$ cat config.mk
export PLATFORM = sky130hd
export DESIGN_NAME = uart_irq_ctrl_flat
export DESIGN_NICKNAME = d
export VERILOG_FILES = /design/src/rtl/uart_irq_ctrl_if.sv /design/src/rtl/uart_irq_ctrl.sv /design/src/flat_wrapper.sv
export SDC_FILE = /design/constraint.sdc
export NUM_CORES = 1
export LEC_CHECK = 0
export BUFFER_PORTS_ARGS = -buffer_cell sky130_fd_sc_hd__buf_2
export CAP_MARGIN = 10
export CORE_UTILIZATION = 45
export DETAILED_ROUTE_END_ITERATION = 6
export PLACE_DENSITY = 0.74
export SLEW_MARGIN = 10
export SYNTH_ARGS = -nofsm -noshare
export SYNTH_HDL_FRONTEND = slang
export SYNTH_SLANG_ARGS = --single-unit
$ cat constraint.sdc
create_clock -name clk -period 1.7 [get_ports clk]
set_input_delay 0.17 -clock clk [delete_from_list [all_inputs] [get_ports clk]]
set_output_delay 0.17 -clock clk [all_outputs]
set_load 0.01 [all_outputs]
$ cat src/rtl/uart_irq_ctrl_if.sv
// Interrupt handshake and control bus between the UART interrupt controller
// and the system controller that services it.
interface uart_irq_ctrl_if #(
    parameter int unsigned N_SRC = 4,
    parameter int unsigned IDW   = $clog2(N_SRC)
);
    logic              irq;
    logic [IDW-1:0]    irq_id;
    logic              irq_ack;
    logic              mask_we;
    logic [N_SRC-1:0]  mask_wdata;
    logic              ovr_clr;

    // System controller side: services interrupts and programs the mask.
    modport master (
        input  irq,
        input  irq_id,
        output irq_ack,
        output mask_we,
        output mask_wdata,
        output ovr_clr
    );

    // Interrupt controller side.
    modport slave (
        output irq,
        output irq_id,
        input  irq_ack,
        input  mask_we,
        input  mask_wdata,
        input  ovr_clr
    );
endinterface

$ cat src/rtl/uart_irq_ctrl.sv
// UART interrupt controller: captures per-source event pulses into sticky
// pending flags, masks them, and presents one source at a time to the system
// via a level irq / irq_ack handshake with round-robin fairness.
module uart_irq_ctrl #(
    parameter int unsigned       N_SRC    = 4,
    parameter int unsigned       IDW      = $clog2(N_SRC),
    parameter logic [N_SRC-1:0]  MASK_RST = '0
) (
    input  logic              clk,
    input  logic              rst,
    input  logic [N_SRC-1:0]  src_pulse,
    uart_irq_ctrl_if.slave    bus,
    output logic [N_SRC-1:0]  pending_q,
    output logic [N_SRC-1:0]  mask_q,
    output logic [N_SRC-1:0]  overrun
);

    typedef enum logic {
        IDLE,
        ASSERT
    } state_t;

    state_t            state_q, state_d;
    logic [N_SRC-1:0]  pending_d;
    logic [N_SRC-1:0]  mask_d;
    logic [N_SRC-1:0]  overrun_q, overrun_d;
    logic              irq_q, irq_d;
    logic [IDW-1:0]    irq_id_q, irq_id_d;
    logic [IDW-1:0]    last_grant_q, last_grant_d;

    logic [N_SRC-1:0]  eligible;
    logic [N_SRC-1:0]  clr_vec;
    logic              ack_accept;
    logic              sel_found;
    logic [IDW-1:0]    sel_idx;

    assign eligible   = pending_q & ~mask_q;
    assign ack_accept = (state_q == ASSERT) && bus.irq_ack;
    assign clr_vec    = ack_accept ? (N_SRC'(1) << irq_id_q) : '0;

    assign bus.irq    = irq_q;
    assign bus.irq_id = irq_id_q;
    assign overrun    = overrun_q;

    // Round-robin pick: first eligible source searching upward from last_grant+1.
    always_comb begin
        int unsigned    cand;
        logic [IDW-1:0] cand_idx;
        sel_found = 1'b0;
        sel_idx   = '0;
        cand      = 0;
        cand_idx  = '0;
        for (int unsigned off = 1; off <= N_SRC; off++) begin
            cand     = (32'(last_grant_q) + off) % N_SRC;
            cand_idx = IDW'(cand);
            if (!sel_found && eligible[cand_idx]) begin
                sel_found = 1'b1;
                sel_idx   = cand_idx;
            end
        end
    end

    // Pending/overrun/mask next state; a new pulse beats a same-cycle clear.
    always_comb begin
        pending_d = (pending_q & ~clr_vec) | src_pulse;
        overrun_d = (bus.ovr_clr ? '0 : overrun_q) | (src_pulse & pending_q);
        mask_d    = bus.mask_we ? bus.mask_wdata : mask_q;
    end

    // Source bookkeeping registers.
    always_ff @(posedge clk or negedge rst) begin
        if (!rst) begin
            pending_q <= '0;
            mask_q    <= MASK_RST;
            overrun_q <= '0;
        end else begin
            pending_q <= pending_d;
            mask_q    <= mask_d;
            overrun_q <= overrun_d;
        end
    end

    // FSM state register plus its registered outputs.
    always_ff @(posedge clk or negedge rst) begin
        if (!rst) begin
            state_q      <= IDLE;
            irq_q        <= 1'b0;
            irq_id_q     <= '0;
            last_grant_q <= IDW'(N_SRC - 1);
        end else begin
            state_q      <= state_d;
            irq_q        <= irq_d;
            irq_id_q     <= irq_id_d;
            last_grant_q <= last_grant_d;
        end
    end

    // FSM next state: ack takes priority over withdraw-on-mask.
    always_comb begin
        state_d = state_q;
        case (state_q)
            IDLE: begin
                if (sel_found) begin
                    state_d = ASSERT;
                end
            end
            ASSERT: begin
                if (bus.irq_ack) begin
                    state_d = IDLE;
                end else if (mask_q[irq_id_q]) begin
                    state_d = IDLE;
                end
            end
            default: state_d = IDLE;
        endcase
    end

    // FSM outputs: irq follows the next state so it is registered with it.
    always_comb begin
        irq_d        = (state_d == ASSERT);
        irq_id_d     = irq_id_q;
        last_grant_d = last_grant_q;
        if ((state_q == IDLE) && (state_d == ASSERT)) begin
            irq_id_d = sel_idx;
        end
        if (ack_accept) begin
            last_grant_d = irq_id_q;
        end
    end

endmodule

$ cat src/flat_wrapper.sv
// flat-port wrapper written by rule: the top's interface ports become plain ports
module uart_irq_ctrl_flat 
#(
    parameter int unsigned       N_SRC    = 4,
    parameter int unsigned       IDW      = $clog2(N_SRC),
    parameter logic [N_SRC-1:0]  MASK_RST = '0
)
  (clk, rst, src_pulse, pending_q, mask_q, overrun, bus_irq, bus_irq_id, bus_irq_ack, bus_mask_we, bus_mask_wdata, bus_ovr_clr);
  uart_irq_ctrl_if #(.N_SRC(N_SRC), .IDW(IDW)) bus_i ();
  input  logic clk;
  input  logic rst;
  input  logic [N_SRC-1:0] src_pulse;
  output logic [N_SRC-1:0] pending_q;
  output logic [N_SRC-1:0] mask_q;
  output logic [N_SRC-1:0] overrun;
  output wire logic [$bits(bus_i.irq)-1:0] bus_irq;
  output wire logic [$bits(bus_i.irq_id)-1:0] bus_irq_id;
  input wire logic [$bits(bus_i.irq_ack)-1:0] bus_irq_ack;
  input wire logic [$bits(bus_i.mask_we)-1:0] bus_mask_we;
  input wire logic [$bits(bus_i.mask_wdata)-1:0] bus_mask_wdata;
  input wire logic [$bits(bus_i.ovr_clr)-1:0] bus_ovr_clr;
  assign bus_irq = bus_i.irq;
  assign bus_irq_id = bus_i.irq_id;
  assign bus_i.irq_ack = bus_irq_ack;
  assign bus_i.mask_we = bus_mask_we;
  assign bus_i.mask_wdata = bus_mask_wdata;
  assign bus_i.ovr_clr = bus_ovr_clr;
  uart_irq_ctrl #(.N_SRC(N_SRC), .IDW(IDW), .MASK_RST(MASK_RST)) u_core (.clk(clk), .rst(rst), .src_pulse(src_pulse), .bus(bus_i), .pending_q(pending_q), .mask_q(mask_q), .overrun(overrun));
endmodule
# After elaboration in Yosys (flattened, before gate mapping)

Cells that the tools add are included.
Widths: inputs -> output; s select.

RAM bits: 0
Latch bits: 0
Input port bits: 13
Output and inout port bits: 15
Register bits: 17
Memories: 0
Logic and storage cells: 56
Memory bits (read-only): 0

Muxes and demuxes: 24
Shift operators: 1
Magnitude comparators: 5
Multiply operators: 0
Reduce and logical (&&, ||, !) cells: 8
Add/sub/neg operators: 4
Eq/ne operators: 0
Bitwise logic cells: 8
Div/mod/pow operators: 0

Operators with widths:

| operator            | count |
|---|---|
| $lt 2x3->1 const B  | 5 |
| $and 4x4->4         | 3 |
| $mux 1              | 12 |
| $bmux 1 s2          | 5 |
| $mux 2              | 4 |
| $mux 4              | 2 |
| $not 4->4           | 2 |
| $or 4x4->4          | 2 |
| $logic_and 1x1->1   | 5 |
| $add 2x1->2 const B | 2 |
| $add 2x2->2 const B | 2 |
| $shl 1x2->4 const A | 1 |
| $logic_not 1->1     | 3 |
| $pmux 1 s2          | 1 |
| $not 1->1           | 1 |

# Logic depth before layout (Yosys ltp)

Word-level depth: 17
Mapped depth: 5
Mapped depth without buffers: 5

# Worst setup path before layout

No wires, ideal clock.

Path type: reg-to-reg
Start: register u_core.mask_q[1]
End: register u_core.irq_id_q[1] (netlist: u_core.bus.irq_id[1])
Cell stages (with the launch flop): 5
Slack: 400 ps
Library setup time: 121 ps
Clock period less this slack: 1300 ps
Data arrival time: 1180 ps
Path through: dfrtp_1 > and2b_4 > nor2_2 > a31o_4 > a22o_1

Cells in the longest elaborated chain, start to end: 17
Elaborated cells between the ends (all ways): 31
Those cells by class: mux: 22; bitwise: 2; reduce/logical: 7

RTL lines:

| what                         | line                 | source |
|---|---|---|
| from (decl)                  | uart_irq_ctrl.sv:14  | `output logic [N_SRC-1:0] mask_q,` |
| from (signal assigned)       | uart_irq_ctrl.sv:78  | `mask_q <= mask_d;` |
| $not 4->4                    | uart_irq_ctrl.sv:37  | `assign eligible = pending_q & ~mask_q;` |
| $and 4x4->4                  | uart_irq_ctrl.sv:37  |  |
| $bmux 1 s2                   | uart_irq_ctrl.sv:56  | `if (!sel_found && eligible[cand_idx]) begin` |
| $mux 1 (implied by the code) | uart_irq_ctrl.sv:56  |  |
| $mux 1                       | uart_irq_ctrl.sv:56  |  |
| $logic_not 1->1              | uart_irq_ctrl.sv:56  |  |
| $logic_and 1x1->1            | uart_irq_ctrl.sv:56  |  |
| $mux 1                       | uart_irq_ctrl.sv:56  |  |
| $logic_not 1->1              | uart_irq_ctrl.sv:56  |  |
| $logic_and 1x1->1            | uart_irq_ctrl.sv:56  |  |
| $mux 1                       | uart_irq_ctrl.sv:56  |  |
| $logic_not 1->1              | uart_irq_ctrl.sv:56  |  |
| $logic_and 1x1->1            | uart_irq_ctrl.sv:56  |  |
| $mux 1                       | uart_irq_ctrl.sv:56  |  |
| $mux 1                       | uart_irq_ctrl.sv:103 | `if (sel_found) begin` |
| $pmux 1 s2                   | uart_irq_ctrl.sv:101 | `case (state_q)` |
| $logic_and 1x1->1            | uart_irq_ctrl.sv:123 | `if ((state_q == IDLE) && (state_d == ASSERT)) begin` |
| to (signal assigned)         | uart_irq_ctrl.sv:93  | `irq_id_q <= irq_id_d;` |
| to (decl)                    | uart_irq_ctrl.sv:28  | `logic [IDW-1:0] irq_id_q, irq_id_d;` |

Parallel ways exist; a longest one is shown, timed or not. The select of a mux whose other input is x is not followed.
A chain may end at the register's enable or synchronous reset.

# Final worst setup path

Ends and elaborated chain as after synthesis.

==> impl_metrics.tcl <==
set metrics [dict create \
    outcome "completed" \
    num_vias 677 \
    syn_avg_cell_area_um2 11.2 \
    power.share.combinational_pct 36.6 \
    power.internal_mw 0.892 \
    max_slew_margin_pct 75.3 \
    fin_setup_tns_ps 0 \
    synth.distinct_cells 27 \
    diodes 0 \
    cts.sinks 17 \
    grt_pass1_wl_mm 2.82 \
    syn_inst 75 \
    synth_nets 88 \
    cp-start-kind "flip-flop" \
    first_global_vias 618 \
    globalplace.congestion 0.751 \
    cts_buffer_depth 2 \
    synth.most_common_cell "dfrtp_1" \
    cts-buffers-inserted 3 \
    core_um2 1750 \
    die_h_um 45.3 \
    clk_latency_ps 290 \
    cellPowerDensity_nw_per_um2 1340 \
    hold_path_class "input pin to flip-flop" \
    ys_async_sr_fraction_pct 100 \
    clock-root-buffer "clkbuf_4" \
    skew_ps 6.95 \
    ys_ff_latch 17 \
    grt.total_usage_pct 20.0 \
    r2r_slack_ps 350 \
    cp.arrival_ps 1530 \
    antenna_found_initial 0 \
    grt_max_degree 18 \
    areaGrowthSynthToFinish_pct 24.1 \
    die_w_um 45.3 \
    tritoncts "yes" \
    dr.first_iter.drc_count 14 \
    postCtsSetupBuffers 0 \
    yosys.area.top_type_share_pct 44.6 \
    pwr-share-seq_pct 48.0 \
    finalSetupViolCount 0 \
    die-area_um2 2050 \
    peakVddDrop_mv 0.654 \
    clk_pin_slew_worst_paths_ps 100 \
    clkPwrFrac_pct 15.3 \
    ys_warn_count 0 \
    max_cap_violations 0 \
    hold_viol_final 0 \
    p_sw_share_pct 36.3 \
    tightest_slew_ps 371 \
    synth_ff_type "dfrtp_1" \
    postRouteAntennaNets 0 \
    crit_path_end_kind "flip-flop" \
    drc 0 \
    critPathKind "flip-flop to flip-flop" \
    switching_power_mw 0.507 \
    num_rows 15 \
    wl_per_cell_um 13.0 \
    portBuffers 27 \
    slew_viol_final 0 \
    ys_seq_area_share_pct 50.8 \
    ios 28 \
    yosys-top-cells-count "dfrtp_1, nand2_1, o21ai_0, mux2_2" \
    whs_ps 61.7 \
    nFillCells 163 \
    netlist_area_um2 842 \
    total_leakage_power_nw 0.505 \
    postRouteWirelength_mm 1.71 \
    htree_levels 1 \
    finalCritPeriodShare_pct 79.6 \
    grt_remaining_overflow 0 \
    synthTopCellsByArea "dfrtp_1, mux2_2, dfstp_2" \
    dr.pass1.iters 4 \
    fin_crit_ps 1350 \
    synth-edff-count 0 \
    start_util_pct 48.2 \
    worstPathRequired_ps 1880 \
    hpwl_mm 1.29 \
    final_layout_size_suffix_gt1_share_pct 42.1 \
    final_nets 121 \
    max_freq_mhz 739 \
    cp_max_fo 5 \
    routed_via_density 5.13 \
    rsz0062_at_grt "no" \
    synth_area_leader_cell "dfrtp_1" \
]
==> power by group through the flow <==
| stage | logic (mW) | clock network [mW] | registers (mW) |
|---|---|---|---|
| final | 0.513 | 0.215 | 0.672 |
| after global routing | 0.578 | 0.238 | 0.692 |
| after CTS | 0.518 | 0.223 | 0.670 |
| after detailed placement | 0.515 | 0 | 0.678 |
| after global placement | 0.510 | 0 | 0.669 |
| after floorplan | 0.327 | 0 | 0.684 |
==> final timing paths <==
path	from	endpoint	cells after the start
max in group asynchronous	rst	u_core.last_grant_q[1]	2
max reg2reg	u_core.mask_q[1]	u_core.bus.irq_id[1]	4
max	u_core.mask_q[1]	u_core.bus.irq_id[1]	4
min in group asynchronous	rst	u_core.pending_q[1]	2
min	src_pulse[1]	u_core.pending_q[1]	2
min reg2reg	u_core.last_grant_q[1]	u_core.last_grant_q[1]	2
==> sequential cells by signal, summed over array words and instances, names as in the netlist <==
name / flops
u_core.last_grant_q: 2
u_core.mask_q: 4
u_core.state_q: 1
u_core.bus.irq_id: 2
u_core.overrun: 4
u_core.pending_q: 4
==> cell type report <==
class | count | area, um2 | area share, %
Inverter | 4 | 15.0 | 1.44
Sequential cell | 17 | 428 | 41.0
Multi-Input combinational cell | 54 | 399 | 38.2
Tap cell | 25 | 31.3 | 2.99
Clock buffer | 4 | 26.3 | 2.51
Timing Repair Buffer | 28 | 145 | 13.9
==> cells by family (layout without fill, tap and decap cells) <==
| family | count (synthesis) | count (layout) | share of synthesized area [%] |
|---|---|---|---|
| AND/OR/NAND/NOR | 25 | 25 | 18.1 |
| AO/OA/AOI/OAI | 22 | 22 | 17.7 |
| flip-flops | 17 | 17 | 50.8 |
| multiplexers | 7 | 7 | 11.6 |
| buffers and inverters | 4 | 36 | 1.78 |
==> layer usage <==
metal | wire length [um] | part of all wire [%] | up-vias | GRT usage [%]
li1 | - | - | 334 | -
met1 | 830 | 48 | 314 | 26.6
met2 | 785 | 46 | 25 | 30.7
met3 | 72 | 4.2 | 4 | 3.60
met4 | 25 | 1.5 | 0 | 10.9
met5 | 0 | 0 | - | 0
==> worst max-delay path: stages, from the launching register on <==
cell,delay [ps]
dfrtp_1,430
and2b_4,280
nor2_2,50
a31o_4,260
a22o_1,230
==> cell usage in the layout, fill, tap and decap left out, drive strengths merged <==
master       synthesis  layout
dfrtp               15      15
dlygate4sd3          0       1
dfstp                2       2
o31ai                1       1
mux4                 1       1
a2bb2oi              1       1
o21ai                8       8
clkbuf               0       4
a21o                 4       4
nand3                1       1
buf                  0      27
a31o                 1       1
o211ai               1       1
a22o                 1       1
nand4                1       1
a21oi                5       5
nor2                 4       4
and2b                1       1
mux2                 6       6
nor2b                1       1
nand2                9       9
nor3b                2       2
inv                  4       4
or2b                 1       1
nand2b               5       5
==> repair_timing <==
item	CTS	global route
gates resized for setup	0	0
hold buffers	1	0
hold endpoints to repair	15	0
==> metrics by stage <==
step	std cells	worst slack (ps)	instance area (um2)	utilization (%)	total power, mW
2_1_floorplan	75	400	842	-	1.01
3_3_place_gp	127	364	1010	57.8	1.18
3_5_place_dp	127	361	1010	57.8	1.19
4_1_cts	132	339	1040	59.9	1.41
5_1_grt	132	228	1040	59.9	1.51
6_report	132	347	1040	59.9	1.40
No activity file was read; power rests on OpenSTA's default activity.
